### src/rtl/fifo4_dmux_if.sv
// rtl/fifo4_dmux_if.sv - write/read handshake bundle for fifo4_dmux
interface fifo4_dmux_if #(
    parameter int WIDTH = 16
) ();
    logic [WIDTH-1:0] in_data;
    logic             in_valid;
    logic             in_ready;
    logic [WIDTH-1:0] out_data;
    logic             out_valid;
    logic             out_ready;

    modport master (
        output in_data, in_valid, out_ready,
        input  in_ready, out_data, out_valid
    );

    modport slave (
        input  in_data, in_valid, out_ready,
        output in_ready, out_data, out_valid
    );
endinterface

### src/rtl/fifo4_dmux.sv
// rtl/fifo4_dmux.sv - 4-entry FWFT FIFO whose entry loads are decoded by dmux4way
// Optional FIFO4_COUNT_EN adds the `level` occupancy output.
module dmux4way (
    input  logic       in,
    input  logic [1:0] sel,
    output logic       a,
    output logic       b,
    output logic       c,
    output logic       d
);
    assign a = in & (sel == 2'd0);
    assign b = in & (sel == 2'd1);
    assign c = in & (sel == 2'd2);
    assign d = in & (sel == 2'd3);
endmodule

module fifo4_dmux #(
    parameter int WIDTH = 16
) (
    input  logic       clk,
    input  logic       reset,
    fifo4_dmux_if.slave bus
`ifdef FIFO4_COUNT_EN
    ,
    output logic [2:0] level
`endif
);
    typedef enum logic [1:0] {
        EMPTY   = 2'd0,
        PARTIAL = 2'd1,
        FULL    = 2'd2
    } state_t;

    state_t           state_q, state_d;
    logic [2:0]       count_q, count_d;
    logic [1:0]       wr_ptr_q, wr_ptr_d;
    logic [1:0]       rd_ptr_q, rd_ptr_d;
    logic [WIDTH-1:0] mem_q [4];
    logic [3:0]       load;
    logic             push, pop;

    // in_ready depends only on registered count, so there is no out_ready -> in_ready path
    assign bus.in_ready  = (count_q != 3'd4);
    assign bus.out_valid = (count_q != 3'd0);
    assign bus.out_data  = mem_q[rd_ptr_q];

    assign push = bus.in_valid & bus.in_ready;
    assign pop  = bus.out_valid & bus.out_ready;

    dmux4way u_wr_dmux (
        .in  (push),
        .sel (wr_ptr_q),
        .a   (load[0]),
        .b   (load[1]),
        .c   (load[2]),
        .d   (load[3])
    );

    always_comb begin
        state_d  = state_q;
        count_d  = count_q;
        wr_ptr_d = push ? wr_ptr_q + 2'd1 : wr_ptr_q;
        rd_ptr_d = pop  ? rd_ptr_q + 2'd1 : rd_ptr_q;
        case (state_q)
            EMPTY: begin
                if (push) begin
                    count_d = 3'd1;
                    state_d = PARTIAL;
                end
            end
            PARTIAL: begin
                if (push && !pop) begin
                    count_d = count_q + 3'd1;
                    state_d = (count_q == 3'd3) ? FULL : PARTIAL;
                end else if (pop && !push) begin
                    count_d = count_q - 3'd1;
                    state_d = (count_q == 3'd1) ? EMPTY : PARTIAL;
                end
            end
            FULL: begin
                if (pop) begin
                    count_d = 3'd3;
                    state_d = PARTIAL;
                end
            end
            default: begin
                count_d = 3'd0;
                state_d = EMPTY;
            end
        endcase
    end

    always_ff @(posedge clk) begin
        if (reset) begin
            state_q  <= EMPTY;
            count_q  <= 3'd0;
            wr_ptr_q <= 2'd0;
            rd_ptr_q <= 2'd0;
            for (int i = 0; i < 4; i++) begin
                mem_q[i] <= '0;
            end
        end else begin
            state_q  <= state_d;
            count_q  <= count_d;
            wr_ptr_q <= wr_ptr_d;
            rd_ptr_q <= rd_ptr_d;
            for (int i = 0; i < 4; i++) begin
                if (load[i]) begin
                    mem_q[i] <= bus.in_data;
                end
            end
        end
    end

`ifdef FIFO4_COUNT_EN
    assign level = count_q;
`endif
endmodule

### src/flat_wrapper.sv
// flat-port wrapper written by rule: the top's interface ports become plain ports
module fifo4_dmux_flat 
#(
    parameter int WIDTH = 16
)
  (clk, reset, bus_in_data, bus_in_valid, bus_out_ready, bus_in_ready, bus_out_data, bus_out_valid);
  fifo4_dmux_if #(.WIDTH(WIDTH)) bus_i ();
  input  logic clk;
  input  logic reset;
  input wire logic [$bits(bus_i.in_data)-1:0] bus_in_data;
  input wire logic [$bits(bus_i.in_valid)-1:0] bus_in_valid;
  input wire logic [$bits(bus_i.out_ready)-1:0] bus_out_ready;
  output wire logic [$bits(bus_i.in_ready)-1:0] bus_in_ready;
  output wire logic [$bits(bus_i.out_data)-1:0] bus_out_data;
  output wire logic [$bits(bus_i.out_valid)-1:0] bus_out_valid;
  assign bus_i.in_data = bus_in_data;
  assign bus_i.in_valid = bus_in_valid;
  assign bus_i.out_ready = bus_out_ready;
  assign bus_in_ready = bus_i.in_ready;
  assign bus_out_data = bus_i.out_data;
  assign bus_out_valid = bus_i.out_valid;
  fifo4_dmux #(.WIDTH(WIDTH)) u_core (.clk(clk), .reset(reset), .bus(bus_i));
endmodule
### config.mk
export PLATFORM = sky130hd
export DESIGN_NAME = fifo4_dmux_flat
export DESIGN_NICKNAME = d
export VERILOG_FILES = /design/src/rtl/fifo4_dmux_if.sv /design/src/rtl/fifo4_dmux.sv /design/src/flat_wrapper.sv
export SDC_FILE = /design/constraint.sdc
export NUM_CORES = 1
export LEC_CHECK = 0
export CORE_ASPECT_RATIO = 0.8
export CORE_MARGIN = 4
export CORE_UTILIZATION = 55
export DETAILED_ROUTE_END_ITERATION = 10
export DONT_BUFFER_PORTS = 1
export PLACE_DENSITY_LB_ADDON = 0.1
export SLEW_MARGIN = 20
export SYNTH_ARGS = -nofsm -noshare
export SYNTH_HDL_FRONTEND = slang
export SYNTH_HIERARCHICAL = 1
export SYNTH_SLANG_ARGS = --single-unit
### constraint.sdc
create_clock -name clk -period 2.7 [get_ports clk]
set_input_delay 0.81 -clock clk [delete_from_list [all_inputs] [get_ports clk]]
set_output_delay 0.81 -clock clk [all_outputs]
set_load 0.05 [all_outputs]
==> run_results.csv, run 1 <==
group,metric,value,unit
finish,syn_to_final_growth,9.66,%
floorplan,fp-row-count,25,
cts,htreeDepth,3,
worst_hold_path,min_to,"u_core/count_q[1]",
drt,wl_per_cell,19.6,um
floorplan,dieHeight,78.2,um
grt,grt_usage,18.9,%
cts,clock_path_buffers,2,
finish,fin_nets,266,
sta,setup_violations,0,
pwr,clock_power_share,28.1,%
finish,fill_cells,446,
synth,synth_seq_cells,75,
worst_hold_path,hold_path_class,"flip-flop to flip-flop",
critical_path,r2r-end,"u_core/count_q[0]",
sta,setup_tns,0,ns
pwr,powerDensity,755,nW/um2
finish,n_antenna_cell,0,
critical_path,crit_chain,"buf_4 > mux4_2",
sta,drv_slew,0,
sta,rsz0062_at_grt,"false",
critical_path,crit_buf_inv,1,
placement,place.gp.congestion,0.855,
drt,drt_iter0_markers,89,
synth,synth_area,3390,um2
synth,synth_flop_cell,"edfxtp_1",
synth,synth_area_leaders,"edfxtp_1 57%, and2_1 12%, mux4_2 11%",
cts,post_cts_buffers,0,
synth,netlist.area_leader.share,56.7,%
cts,worstSkewPairLatency,0.34,ns
grt,grt_pass1_wl,10.1,mm
synth,synth_enable_flop_cells,64,
finish,layout-drive-gt1-share,20.1,%
critical_path,path_class,"flip-flop to output pin",
synth,syn_avg_cell_area,14.9,um2
critical_path,arrival,1.61,ns
grt,grt_pass1_vias,1971,
finish,final_cell_mix,"64 x and2_1, 64 x edfxtp_1, 16 x mux4_2",
sta,max_slew_margin,66.3,%
critical_path,path_max_fanout,10,
cts,cts_tree,"built",
placement,hpwl,4.27,mm
drt,drtAntennaViolNets,0,
synth,synth-async-reset-ratio,0,%
synth,yosys_warnings,6,
placement,dpl-instance-area,3540,um2
synth,synth_top_area_cell,"edfxtp_1",
finish,final_area,3720,um2
worst_hold_path,hold-path-cell-count,1,
floorplan,core_area,5940,um2
sta,fin_crit,2.42,ns
floorplan,die_w,95.8,um
grt,antenna_found_initial,0,
drt,routed_wl,6.37,mm
synth,yosys.cell_types.count,32,
synth,ys_seq_area_share,63.2,%
pwr,power_frac_comb,22.0,%
drt,vias_per_cell,5.61,
grt,grt_start_max_net_pins,18,
pwr,seq_power_share,49.9,%
cts,numCtsBuffers,9,
status,status,"completed",
synth,netlist_instances,227,
pwr,p_int,1.97,mW
floorplan,ios,38,
finish,final_util,62.6,%
cts,cts-root-buf,"clkbuf_8",
sta,finalHoldViolCount,0,
drt,drc_errors,0,
pwr,p_leak,1.41,nW
critical_path,rr_startpoint,"u_core/count_q[0]",
placement,io_buffers,0,
sta,fin_crit_sh,89.6,%
critical_path,end_kind,"output pin",
floorplan,start_util,57.1,%
critical_path,crit_family,"multiplexers",
drt,dr.pass1.iters,4,
cts,clock_sinks,75,
drt,vias,1822,
grt,grt-ovfl-total,0,
critical_path,reg2regPathDepth,9,
pwr,ir_worst_vdd,0.488,mV
sta,worst_pin_slew,0.506,ns
sta,max_freq,413,MHz
pwr,p_switching,0.837,mW
critical_path,required,1.89,ns
cts,cts_resized,0,
sta,skew,0.00845,ns
cts,path_clk_slew,0.07,ns
synth,synth_nets,253,
pwr,switching_share,29.8,%
floorplan,die_area,7500,um2
critical_path,cp-start-kind,"flip-flop",
run,drv_cap,0,
cts,holdBufCountCts,0,
critical_path,r2r_setup_slack,0.43,ns
worst_hold_path,hold_start,"u_core/count_q[1]",
critical_path,slowest_delay,0.70,ns
critical_path,slowest_stage,"mux4_2",
## stage by stage
| stage | hold WS (ns) | power, mW | std cells | setup slack [ns] |
|---|---|---|---|---|
| after floorplan | 0.466 | 1.94 | 227 | 0.178 |
| after global placement | 0.479 | 2.03 | 310 | 0.459 |
| after detailed placement | 0.491 | 2.05 | 310 | 0.432 |
| after CTS | 0.507 | 2.84 | 325 | 0.232 |
| after global routing | 0.514 | 2.93 | 325 | 0.189 |
| final | 0.500 | 2.81 | 325 | 0.281 |
## layer usage
metal  wire length (um)  global-route usage, %  share of wire [%]
met1               2520                   21.6                 40
met4                 67                   5.97                1.1
met5                  0                      0                  0
met3                422                   7.28                6.6
met2               3360                   32.5                 53
## logic make-up after synthesis
kind of cell / synth area share [%]
mux: 10.9
compound gates: 3.17
flops: 63.1
buf+inv: 1.73
simple gates: 17.3
fa+ha+maj: 2.21
xor+xnor: 1.55
## synth_stat cells (2+ instances only)
cell	instances
ha_1	6
dfxtp_1	11
and2_1	64
nor2_1	8
nand2_1	5
xor2_1	4
or2_2	4
and3b_1	2
inv_1	6
buf_2	2
a21oi_1	3
mux4_2	16
nor2b_1	7
clkbuf_1	7
edfxtp_1	64
xnor2_1	2
## sequential cells by signal (all words and copies together) (netlist names), named ones only
| name | flops |
|---|---|
| u_core/rd_ptr_q | 2 |
| u_core/mem_q | 64 |
| u_core/wr_ptr_q | 2 |
| u_core/count_q | 3 |
| u_core/state_q | 2 |
## worst max path at each step
stage,from,endpoint,cells past startpoint
after floorplan,u_core/count_q[0],u_core/count_q[0],9
after global placement,bus_in_valid,u_core/state_q[0],6
after detailed placement,bus_in_valid,u_core/state_q[0],6
after CTS,flip-flop,bus_out_data[0],2
after global routing,flip-flop,bus_out_data[12],2
final,flip-flop,bus_out_data[0],2
## cell type report
cell class	count	area, um2	share of cell area, %
inverters	6	22.5	0.605
clock buffers	9	124	3.33
flip-flops and latches	75	2140	57.6
repair buffers	11	82.6	2.22
multi-input cells	137	1190	32.0
clock inverters	6	56.3	1.51
well taps	81	101	2.72
## power by group through the flow
stage / logic, mW / clock network (mW) / registers (mW)
floorplan: 0.528 / 0 / 1.41
global placement: 0.607 / 0 / 1.42
detailed placement: 0.624 / 0 / 1.43
CTS: 0.624 / 0.818 / 1.40
global route: 0.657 / 0.865 / 1.41
finish: 0.617 / 0.790 / 1.40
Note: power is estimated with default switching activity, not from simulation.
==> inputs of run 2 (changes only) <==
--- a/config.mk
+++ b/config.mk
@@ -11,6 +11,7 @@
 export DETAILED_ROUTE_END_ITERATION = 10
 export DONT_BUFFER_PORTS = 1
 export PLACE_DENSITY_LB_ADDON = 0.1
+export REMOVE_ABC_BUFFERS = 1
 export SLEW_MARGIN = 20
 export SYNTH_ARGS = -nofsm -noshare
 export SYNTH_HDL_FRONTEND = slang
==> run_results.csv, run 2 (synthesized netlist as in run 1, its figures left out) <==
group,metric,value,unit
status,status,"completed",
drt,drtAntennaViolNets,0,
sta,rsz0062_at_grt,"false",
finish,largest_reg_flops,64,
drt,vias,1846,
finish,top_regs,"u_core/mem_q: 64 flops, u_core/count_q: 3 flops",
pwr,finalPower,2.92,mW
cts,path_clk_slew,0.07,ns
sta,whs,0.527,ns
cts,clock_path_buffers,2,
finish,fill_cells,444,
critical_path,required,1.89,ns
critical_path,arrival,1.73,ns
critical_path,cp-start-kind,"flip-flop",
sta,drv_slew,0,
critical_path,rr_startpoint,"u_core/count_q[0]",
cts,cts_resized,0,
cts,htreeDepth,3,
drt,wl_per_cell,20.4,um
drt,dr.pass1.iters,4,
finish,n_antenna_cell,0,
critical_path,end_kind,"output pin",
critical_path,path_class,"flip-flop to output pin",
cts,post_cts_buffers,0,
grt,grt_pass1_wl,10.5,mm
placement,dpl-instance-area,3510,um2
sta,setup_tns,0,ns
drt,drc_errors,0,
sta,setup_violations,0,
pwr,ir_worst_vdd,0.401,mV
run,drv_cap,0,
floorplan,start_util,57.1,%
finish,syn_to_final_growth,9.59,%
drt,drt_iter0_markers,161,
floorplan,ios,38,
floorplan,core_area,5940,um2
floorplan,fp-row-count,25,
sta,finalHoldViolCount,0,
finish,fin_nets,262,
placement,place.gp.congestion,0.698,
sta,worst_pin_slew,0.495,ns
cts,cts-root-buf,"clkbuf_8",
finish,final_area,3720,um2
cts,clock_sinks,75,
worst_hold_path,hold_path_class,"flip-flop to flip-flop",
grt,grt_usage,19.6,%
cts,holdBufCountCts,0,
sta,fin_crit,2.54,ns
critical_path,path_max_fanout,16,
placement,hpwl,4.13,mm
finish,finalNonFillerCells,322,
sta,max_slew_margin,67.0,%
pwr,p_leak,1.39,nW
finish,top_register,"u_core/mem_q",
drt,vias_per_cell,5.73,
placement,io_buffers,0,
pwr,powerDensity,785,nW/um2
grt,grt-ovfl-total,0,
drt,routed_wl,6.56,mm
cts,worstSkewPairLatency,0.34,ns
floorplan,die_area,7500,um2
finish,layout-drive-gt1-share,18.7,%
grt,grt_start_max_net_pins,18,
grt,grt_pass1_vias,1984,
floorplan,die_w,95.8,um
worst_hold_path,hold_start,"u_core/count_q[1]",
sta,skew,0.00401,ns
cts,numCtsBuffers,9,
grt,antenna_found_initial,0,
floorplan,dieHeight,78.2,um
sta,max_freq,394,MHz
placement,dp_cells,306,
sta,fin_crit_sh,94.0,%
cts,cts_tree,"built",
finish,final_cell_mix,"64 x and2_1, 64 x edfxtp_1, 16 x mux4_2",
[run 2: cell type report]
type                       instances  area, um2  share of cell area (%)
sequential                        75       2140                    57.6
multi-input combinational        137       1190                    32.0
clock buffer                      10        128                    3.43
tap                               81        101                    2.73
clock inverter                     6       80.1                    2.15
timing repair buffer               7       52.6                    1.41
inverter                           6       22.5                   0.606
[run 2: power breakdown]
group          internal, mW  total [mW]  leakage [nW]  switching [mW]
Clock                 0.513       0.897         0.101           0.385
Sequential             1.36        1.40         0.762          0.0430
Combinational         0.190       0.618         0.532           0.428
Total                  2.06        2.92          1.39           0.856
[run 2: layer usage]
layer / vias up / wire length, um / global-route usage (%) / part of all wire (%)
met2: 59 / 3310 / 32.6 / 50
li1: 837 / - / - / -
met1: 942 / 2630 / 23.5 / 40
met3: 8 / 534 / 7.76 / 8.1
met4: 0 / 82 / 5.68 / 1.2
met5: - / 0 / 0 / 0
[run 2: path summary, 6_finish.rpt]
| check | endpoint | cells after the start | slack, ns |
|---|---|---|---|
| worst max register to register | u_core/state_q[0] | 8 | 0.33 |
| worst min register to register | u_core/count_q[1] | 1 | 0.53 |
| worst max-delay path | bus_out_data[8] | 2 | 0.16 |
| worst min-delay path | u_core/count_q[1] | 1 | 0.53 |
[run 2: per-stage QoR]
stage          util (%)  worst slack (ns)
6_report           62.5             0.163
5_1_grt            62.5            0.0799
4_1_cts            62.5             0.137
3_5_place_dp       59.1             0.367
3_3_place_gp       59.1             0.477
2_1_floorplan         -             0.178
[run 2: worst max-delay path, cell delays in order, from the launching register on]
cell and delay, ns:
dfxtp_1 0.32, buf_4 0.33, mux4_2 0.73
